## src/rtl/amns_load_unit.sv

```systemverilog
// Operand loader: streams 2*N coefficient words (A then B) into the operand RAM
// after a start pulse, then pulses done_o one cycle after the final write.
module amns_load_unit #(
    parameter int N           = 5,
    parameter int COEFF_WIDTH = 64,
    parameter int ADDR_WIDTH  = (N > 1) ? $clog2(N) : 1
) (
    input  logic                   clock_i,
    input  logic                   reset_i,
    input  logic                   start_i,
    input  logic [COEFF_WIDTH-1:0] s_data_i,
    input  logic                   s_valid_i,
    output logic                   s_ready_o,
    output logic                   ram_we_o,
    output logic                   ram_sel_o,
    output logic [ADDR_WIDTH-1:0]  ram_addr_o,
    output logic [COEFF_WIDTH-1:0] ram_data_o,
    output logic                   busy_o,
    output logic                   done_o
);

    typedef enum logic [2:0] {
        S_RESET,
        S_IDLE,
        S_LOAD_A,
        S_LOAD_B,
        S_FLUSH,
        S_DONE
    } state_e;

    localparam logic [ADDR_WIDTH-1:0] LAST_IDX = ADDR_WIDTH'(N - 1);

    state_e                 state_q, state_d;
    logic [ADDR_WIDTH-1:0]  cnt_q, cnt_d;
    logic                   we_q, we_d;
    logic                   sel_q, sel_d;
    logic [ADDR_WIDTH-1:0]  addr_q, addr_d;
    logic [COEFF_WIDTH-1:0] data_q, data_d;
    logic                   ready;
    logic                   handshake;

    // NOTE: every signal gets a default before the case so no path leaves it unassigned (no latches).
    always_comb begin
        state_d   = state_q;
        cnt_d     = cnt_q;
        we_d      = 1'b0;
        sel_d     = sel_q;
        addr_d    = addr_q;
        data_d    = data_q;
        ready     = (state_q == S_LOAD_A) || (state_q == S_LOAD_B);
        handshake = ready && s_valid_i;

        case (state_q)
            S_RESET: state_d = S_IDLE;
            S_IDLE: begin
                if (start_i) state_d = S_LOAD_A;
            end
            S_LOAD_A, S_LOAD_B: begin
                if (handshake) begin
                    we_d   = 1'b1;
                    sel_d  = (state_q == S_LOAD_B);
                    addr_d = cnt_q;
                    data_d = s_data_i;
                    if (cnt_q == LAST_IDX) begin
                        cnt_d   = '0;
                        state_d = (state_q == S_LOAD_A) ? S_LOAD_B : S_FLUSH;
                    end else begin
                        cnt_d = cnt_q + 1'b1;
                    end
                end
            end
            S_FLUSH: state_d = S_DONE;
            S_DONE:  state_d = S_IDLE;
            default: state_d = S_RESET;
        endcase
    end

    // NOTE: sequential state uses non-blocking assignments only, so all flops update together at the edge.
    always_ff @(posedge clock_i) begin
        if (reset_i) begin
            state_q <= S_RESET;
            cnt_q   <= '0;
            we_q    <= 1'b0;
            sel_q   <= 1'b0;
            addr_q  <= '0;
            data_q  <= '0;
        end else begin
            state_q <= state_d;
            cnt_q   <= cnt_d;
            we_q    <= we_d;
            sel_q   <= sel_d;
            addr_q  <= addr_d;
            data_q  <= data_d;
        end
    end

    assign s_ready_o  = ready;
    assign ram_we_o   = we_q;
    assign ram_sel_o  = sel_q;
    assign ram_addr_o = addr_q;
    assign ram_data_o = data_q;
    assign busy_o     = (state_q != S_RESET) && (state_q != S_IDLE);
    assign done_o     = (state_q == S_DONE);

endmodule

```

## config.mk

```make
export PLATFORM = sky130hd
export DESIGN_NAME = amns_load_unit
export DESIGN_NICKNAME = d
export VERILOG_FILES = /design/src/rtl/amns_load_unit.sv
export SDC_FILE = /design/constraint.sdc
export NUM_CORES = 1
export LEC_CHECK = 0
export BUFFER_PORTS_ARGS = -buffer_cell sky130_fd_sc_hd__buf_2
export CAP_MARGIN = 40
export CELL_PAD_IN_SITES_DETAIL_PLACEMENT = 0
export CELL_PAD_IN_SITES_GLOBAL_PLACEMENT = 1
export CORE_MARGIN = 3
export CORE_UTILIZATION = 32
export DETAILED_ROUTE_END_ITERATION = 12
export GPL_ROUTABILITY_DRIVEN = 0
export PLACE_DENSITY = 0.8
export SYNTH_ARGS = -nofsm -noshare
export SYNTH_HDL_FRONTEND = slang
export SYNTH_SLANG_ARGS = --single-unit
```

## constraint.sdc

```tcl
create_clock -name clock_i -period 1.39 [get_ports clock_i]
set_input_delay 0.139 -clock clock_i [delete_from_list [all_inputs] [get_ports clock_i]]
set_output_delay 0.139 -clock clock_i [all_outputs]
set_load 0.01 [all_outputs]
```

After elaboration in Yosys (flattened, before gate mapping)

Index checks and enable logic that the tools add are counted.
Widths: inputs -> output; s select.

Add/subtract/negate cells: 1
Equal/unequal tests: 10
Muxes and demuxes: 7
Bitwise logic cells: 1
Reduce and logical (&&, ||, !) cells: 10

Operator list:

| operator            | number |
|---|---|
| $mux 3              | 5 |
| $pmux 3 s4          | 1 |
| $eq 3x3->1 const B  | 3 |
| $eq 3x2->1 const B  | 2 |
| $ne 2x2->1 const B  | 3 |
| $reduce_or 2->1     | 3 |
| $add 3x1->3 const B | 1 |
| $eq 3x1->1 const B  | 1 |
| $logic_not 3->1     | 1 |
| $ne 3x1->1 const B  | 1 |
| $reduce_and 3->1    | 1 |
| $reduce_bool 3->1   | 1 |
| $logic_and 1x1->1   | 2 |
| $reduce_and 2->1    | 1 |
| $logic_or 1x1->1    | 1 |
| $mux 1              | 1 |
| $not 1->1           | 1 |

Flip-flop bits (word level): 75
Input bits: 68
Word-level logic and storage cells: 35

Longest topological paths before layout

Gate-level depths: netlist of run 1.

Word-level depth: 5
Depth in mapped cells: 6
Gate-level depth less buffers: 5

Worst setup path before layout of run 1

No wires, ideal clock.

Kind: reg2reg
Start: register cnt_q[0]
End: register state_q[0]
Arrival time: 1174 ps
Required time: 1295 ps
Path slack: 120 ps
Cell stages (with the launch flop): 6
Buffers on the path: 0
Clock period less this slack: 1270 ps
Cell sequence: dfxtp_1 -> inv_1 -> ha_1 -> and3_1 -> a22o_1 -> a221oi_1

Word-level cells in the longest chain between the ends: 3

Ends and longest elaborated chain:

| what                              | line | text |
|---|---|---|
| start: declaration                | 34   | `logic [ADDR_WIDTH-1:0] cnt_q, cnt_d;` |
| start signal: assignment          | 89   | `cnt_q <= cnt_d;` |
| $eq 3x3->1                        | 64   | `if (cnt_q == LAST_IDX) begin` |
| $ne 2x2->1 (no source line)       | n/a  |  |
| $reduce_and 3->1 (no source line) | n/a  |  |
| end signal: assignment            | 88   | `state_q <= state_d;` |
| end: declaration                  | 33   | `state_e state_q, state_d;` |

Every way passes these cells.
A chain may end at the register's enable or synchronous reset.

Worst setup path after layout of run 1

Start: register state_q[1]
End: output port done_o

Word-level cells in the longest chain between the ends: 1

Ends and longest elaborated chain:

| what             | line | text |
|---|---|---|
| $eq 3x3->1       | 103  | `assign done_o = (state_q == S_DONE);` |
| end: declaration | 19   | `output logic done_o` |

Every way passes these cells.

==> results of run 1 <==
how the worst min path moves through the flow:
stage | start | endpoint | slack [ns] | cells past startpoint
after CTS | s_data_i[12] | ram_data_o[12] | 0.002 | 3
after floorplan | s_data_i[0] | ram_data_o[0] | 0.27 | 2
after global routing | s_data_i[22] | ram_data_o[22] | 0.02 | 3
after detailed placement | s_data_i[12] | ram_data_o[12] | 0.39 | 3
after global placement | s_data_i[7] | ram_data_o[7] | 0.38 | 3
final | s_data_i[15] | ram_data_o[15] | 0.03 | 3
area by class of cell:
cell class	instances	area [sq um]	share of cell area
Clock inverter	7	68.82	0.01820
Timing Repair Buffer	149	845.8	0.2237
Sequential cell	75	1503	0.3974
Tap cell	105	131.4	0.03475
Inverter	3	11.26	0.002978
Multi-Input combinational cell	233	1097	0.2902
Clock buffer	9	123.9	0.03276
per-stage QoR:
stage               setup slack (ns)  cell area [sq um]     TNS, ns  utilization  power, mW
floorplan                     0.1205               2806           0            -      2.546
global placement              0.1222               3578           0       0.4269      2.745
detailed placement           0.08133               3578           0       0.4269      2.750
CTS                          0.04868               3771           0       0.4499      4.388
global route              -0.0003136               3781  -0.0003136       0.4511      4.519
finish                       0.06974               3781           0       0.4511      4.311
sequential cells by signal, indices dropped and copies added (netlist names):
name        flops
ram_data_o     64
cnt_q           3
ram_addr_o      3
state_q         3
ram_sel_o       1
ram_we_o        1
repair_timing:
| item | CTS | global route |
|---|---|---|
| setup endpoints to repair | 0 | 2 |
| buffers inserted | 0 | 0 |
| gates resized for setup | 0 | 3 |
power by group through the flow:
| stage | sequential, mW | combinational (mW) | clock [mW] |
|---|---|---|---|
| after global routing | 2.26 | 0.497 | 1.76 |
| final | 2.25 | 0.445 | 1.61 |
| after global placement | 2.30 | 0.444 | 0 |
| after detailed placement | 2.30 | 0.448 | 0 |
| after CTS | 2.25 | 0.450 | 1.69 |
| after floorplan | 2.33 | 0.216 | 0 |
cell families after synthesis:
| kind of cell | synth area share |
|---|---|
| AND/OR/NAND/NOR | 0.2153 |
| adder cells (fa/ha/maj) | 0.008915 |
| buffers and inverters | 0.07758 |
| AO/OA/AOI/OAI | 0.1632 |
| flip-flops | 0.5350 |
tightest hold or removal path: cells and delay by family:
| kind | cells | cell delay, ns |
|---|---|---|
| AO/OA/AOI/OAI | 1 | 0.05 |
| buffers and inverters | 1 | 0.09 |
| AND/OR/NAND/NOR | 1 | 0.04 |
layer usage:
layer  wire [microns]  vias to the layer above  global-route usage
met4              104                        0             0.05672
met2             3252                       78              0.2330
li1                 -                     1356                   -
met3              513                       11             0.04137
met1             2969                     1172              0.1598
met5                0                        -                   0
Yosys cell counts, types with 2 or more instances:
library cell | count | share of area
nand2_1 | 140 | 0.19
dfxtp_1 | 75 | 0.53
a21oi_1 | 58 | 0.10
a21oi_2 | 15 | 0.047
buf_2 | 8 | 0.014
clkbuf_1 | 7 | 0.0094
buf_8 | 6 | 0.032
nor2_1 | 4 | 0.0053
inv_1 | 3 | 0.0040
and3_1 | 2 | 0.0045
buf_6 | 2 | 0.0080
ha_1 | 2 | 0.0089
==> results.yml, run 1 <==
critical_path:
  cp_cell_sequence: "buf_4, and3b_2, buf_2"
  r2r_cells: 5
  cp-end-kind: "primary output"
  cp_num_cells: 3
  crit_start: "state_q[1]"
  critical_path_arrival_ns: 1.18
  cp_max_fo: 8
  crit_family: "flip-flops"
  reg2reg_to: "state_q[0]"
  cp_slowest_cell: "dfxtp_1"
  crit_end: "done_o"
  rrSetupSlack_ns: 0.11
  path_class: "reg2out"
  critPathLaunchType: "flip-flop"
  critPathBufInv: 2
  r2r_start: "cnt_q[0]"
  crit_required_ns: 1.25
  critPathMaxStageDelay_ns: 0.35
logic_synthesis:
  yosysWarningCount: 0
  async_flop_share: 0
  syn_nets: 406
  yosysSeqAreaShare: 0.5350
  ys_ff_latch: 75
  synth_ff_type: "dfxtp_1"
  synth_edf_count: 0
  syn_area_per_cell_sq_um: 8.353
  syn-cell-area_sq_um: 2806
  yosysUniqueCellTypes: 26
  syn_inst: 336
route:
  drtPass1Iterations: 4
  drc: 0
  first_iter_violations: 60
  via_count: 2617
  ant_nets: 0
  vias_per_cell: 4.504
  wl_microns: 6840
  wl_per_cell_microns: 11.77
grt:
  first_global_vias: 2501
  grt_max_degree: 38
  antenna_found_initial: 0
  overflow: 0
  grt_util_all_layers: 0.1368
  grt_pass1_wl_microns: 11080
pwr:
  peakVddDrop_mv: 0.4075
  internal_power_mw: 3.242
  clockPowerShare: 0.374
  sw_frac_of_total: 0.2479
  power_density_nw_per_um2: 1140
  p_seq_frac: 0.522
  switching_power_mw: 1.069
  power_frac_comb: 0.103
  leakagePower_nw: 1.687
clock_tree:
  htreeDepth: 3
  insertion_delay_ns: 0.34
  cts_buffer_depth: 2
  root_buffer: "clkbuf_8"
  cts.sinks: 75
  clkTransAtPathRegs_ns: 0.08
  cts_buffers: 9
  cts_tree: "built"
  cts_hold_buf: 0
floorplan:
  initial_core_util: 0.3348
  die_width_microns: 99.65
  num_io_pins: 140
  num_rows: 33
  die_area_sq_um: 9930
  coreArea_sq_um: 8382
  die_h_microns: 99.65
timing:
  worstMarginPinSlew_ns: 0.3886
  finalSetupViolCount: 0
  finalCritPeriodShare: 0.9498
  period_minus_slack_ns: 1.320
  slew_viol_final: 0
  slew_headroom: 0.7409
  hold_viol: 0
  skew_ns: 0.007972
  fmax_ghz: 0.7574
  fin_worst_hold_slack_ns: 0.02609
placement:
  hpwlAfterDp_microns: 4990
  dp_cells: 565
  numPortBuffers: 139
cells_and_area:
  nNetsFinal: 541
  drive_gt1_frac: 0.3887
  final_common_cell: "nand2_1"
  antenna_cells: 0
  final_cell_mix: "nand2_1, buf_2, dfxtp_1"
  synthToLayoutAreaGrowth_pct: 34.73
  layout.cells.non_filler: 581
  n_fill_cell: 900
run_status:
  status: "finished clean"
job:
  cap_viol_max_count: 0
worst_hold_path:
  hold_path_class: "in2reg"
Note: power is estimated with default switching activity, not from simulation.
==> run 2: changes to the inputs <==
--- a/config.mk
+++ b/config.mk
@@ -5,15 +5,16 @@
 export SDC_FILE = /design/constraint.sdc
 export NUM_CORES = 1
 export LEC_CHECK = 0
+export ABC_AREA = 1
 export BUFFER_PORTS_ARGS = -buffer_cell sky130_fd_sc_hd__buf_2
 export CAP_MARGIN = 40
 export CELL_PAD_IN_SITES_DETAIL_PLACEMENT = 0
 export CELL_PAD_IN_SITES_GLOBAL_PLACEMENT = 1
 export CORE_MARGIN = 3
-export CORE_UTILIZATION = 32
+export CORE_UTILIZATION = 30
 export DETAILED_ROUTE_END_ITERATION = 12
 export GPL_ROUTABILITY_DRIVEN = 0
-export PLACE_DENSITY = 0.8
+export PLACE_DENSITY = 0.78
 export SYNTH_ARGS = -nofsm -noshare
 export SYNTH_HDL_FRONTEND = slang
 export SYNTH_SLANG_ARGS = --single-unit
==> results.yml, run 2 <==
cells_and_area:
  n_fill_cell: 881
  final_common_cell: "buf_2"
  regArea_sq_um: 1503
  final_util: 0.4574
  layout.cells.non_filler: 611
  stdcell_area_sq_um: 3871
  final_cell_mix: "buf_2, nor2_1, dfxtp_1"
  drive_gt1_frac: 0.3379
  largest_register_ffs: 64
  nNetsFinal: 571
  multiInputGateArea_sq_um: 1055
  antenna_cells: 0
  synthToLayoutAreaGrowth_pct: 43.91
pwr:
  leakagePower_nw: 2.034
  internal_power_mw: 3.960
  p_seq_frac: 0.462
  power_density_nw_per_um2: 1439
  power_frac_comb: 0.228
  power_mw: 5.570
  clockPowerShare: 0.310
  sw_frac_of_total: 0.2890
  peakVddDrop_mv: 0.6274
  switching_power_mw: 1.609
timing:
  worstMarginPinSlew_ns: 0.2307
  slew_viol_final: 0
  period_minus_slack_ns: 1.268
  rsz0062_at_grt: "false"
  hold_viol: 0
  finalWorstSetupSlack_ns: 0.1223
  finalCritPeriodShare: 0.9120
  setup_tns_ns: 0
  fin_worst_hold_slack_ns: 0.02342
  finalSetupViolCount: 0
  fmax_ghz: 0.7888
  skew_ns: 0.005246
  slew_headroom: 0.8450
logic_synthesis:
  synth_adder_area_share: 0.009302
  synthTopCellsByArea: "dfxtp_1, nor2_1, o21ai_0"
  synth_edf_count: 0
  yosysUniqueCellTypes: 18
  synth.top_cells.by_count: "nor2_1, dfxtp_1, o21ai_0"
  syn-cell-area_sq_um: 2690
  synth_xor_area_frac: 0
  synth_top_family_by_area: "simple AND/OR/NAND/NOR gates"
  yosysWarningCount: 0
  syn_area_per_cell_sq_um: 7.686
  ys_ff_latch: 75
  yosysTopAreaCell: "dfxtp_1"
  syn_nets: 420
  yosysSeqAreaShare: 0.5581
  async_flop_share: 0
  synth_ff_type: "dfxtp_1"
  yosys.area_share.simple: 0.2414
  synth_top_area_share: 0.5581
  syn_inst: 350
  synth_mux_area_frac: 0
  synth-compound-area-share: 0.1386
  yosysMostFrequentCell: "nor2_1"
critical_path:
  cp_max_fo: 6
  cp_cell_sequence: "buf_4, inv_2, nor2_2, buf_2"
  critical_path_arrival_ns: 1.13
  path_class: "reg2out"
  r2r_start: "state_q[2]"
  crit_family: "buffers and inverters"
  crit_required_ns: 1.25
  crit_start: "state_q[1]"
  cp_slowest_cell: "dfxtp_2"
  critPathBufInv: 3
  cp-end-kind: "primary output"
  cp_num_cells: 4
  r2r_cells: 7
  critPathMaxStageDelay_ns: 0.33
  critPathLaunchType: "flip-flop"
floorplan:
  num_rows: 33
  die_area_sq_um: 10140
  die_h_microns: 100.7
  coreArea_sq_um: 8464
  initial_core_util: 0.3178
  num_io_pins: 140
  die_width_microns: 100.7
worst_hold_path:
  hold_path_class: "in2reg"
  whs_path_depth: 3
  hp-start: "s_data_i[7]"
clock_tree:
  insertion_delay_ns: 0.33
  cts_tree: "built"
  cts_buffers: 9
  clkTransAtPathRegs_ns: 0.07
  htreeDepth: 3
  root_buffer: "clkbuf_8"
  cts.sinks: 75
  cts_buffer_depth: 2
route:
  ant_nets: 0
  wl_per_cell_microns: 12.08
  via_count: 2731
  first_iter_violations: 78
  wl_microns: 7378
  drc: 0
  vias_per_cell: 4.470
  drtPass1Iterations: 4
grt:
  grt_util_all_layers: 0.1450
  grt_max_degree: 49
  grt_pass1_wl_microns: 12010
  overflow: 0
  first_global_vias: 2641
  antenna_found_initial: 0
job:
  cap_viol_max_count: 0
placement:
  placed_area_sq_um: 3531
  numPortBuffers: 139
  hpwlAfterDp_microns: 4986
  dp_cells: 582
  pre_cts_ws_ns: 0.1493
run_status:
  status: "finished clean"
[run 2: cell families (layout without fill, tap and decap cells)]
group,count (synthesis),in the layout
and+or+nand+nor,168,168
DFF,75,75
AOI/OAI and AO/OA,74,74
buffers and inverters,31,187
adders and majority gates,2,2
[run 2: worst paths after layout]
path                            slack [ns]       endpoint
worst min-delay path                  0.02  ram_data_o[7]
worst min register to register        0.47  ram_addr_o[2]
worst max register to register        0.15  ram_data_o[5]
worst max-delay path                  0.12      s_ready_o
[run 2: power by group through the flow]
stage | Clock (mW) | Sequential [mW] | Combinational, mW
finish | 1.72 | 2.57 | 1.27
global route | 1.89 | 2.61 | 1.44
CTS | 1.81 | 2.57 | 1.28
detailed placement | 0 | 2.62 | 1.25
global placement | 0 | 2.61 | 1.24
floorplan | 0 | 2.75 | 0.549
[run 2: tightest hold or removal path, cell delays in order]
cell and delay, ns:
buf_2 0.07, nor2_1 0.03, nor2_1 0.08
[run 2: cell type report]
class / instances / area share
Timing Repair Buffer: 161 / 0.2424
Tap cell: 105 / 0.03394
Inverter: 10 / 0.009696
Sequential cell: 75 / 0.3882
Clock buffer: 15 / 0.04557
Clock inverter: 1 / 0.007757
Multi-Input combinational cell: 244 / 0.2725
[run 2: metal layers]
layer / wire length [microns] / vias up / global-route usage
met4: 38 / 0 / 0.03420
li1: - / 1416 / -
met3: 586 / 4 / 0.06021
met5: 0 / - / 0
met2: 3543 / 98 / 0.2405
met1: 3209 / 1213 / 0.1746
[run 2: repair_timing]
item | 4_1_cts | 5_1_grt
hold endpoints to repair | 11 | 0
gates resized for setup | 0 | 5
endpoints found under the setup margin | 0 | 5
hold buffers | 11 | 0
buffers inserted | 0 | 2
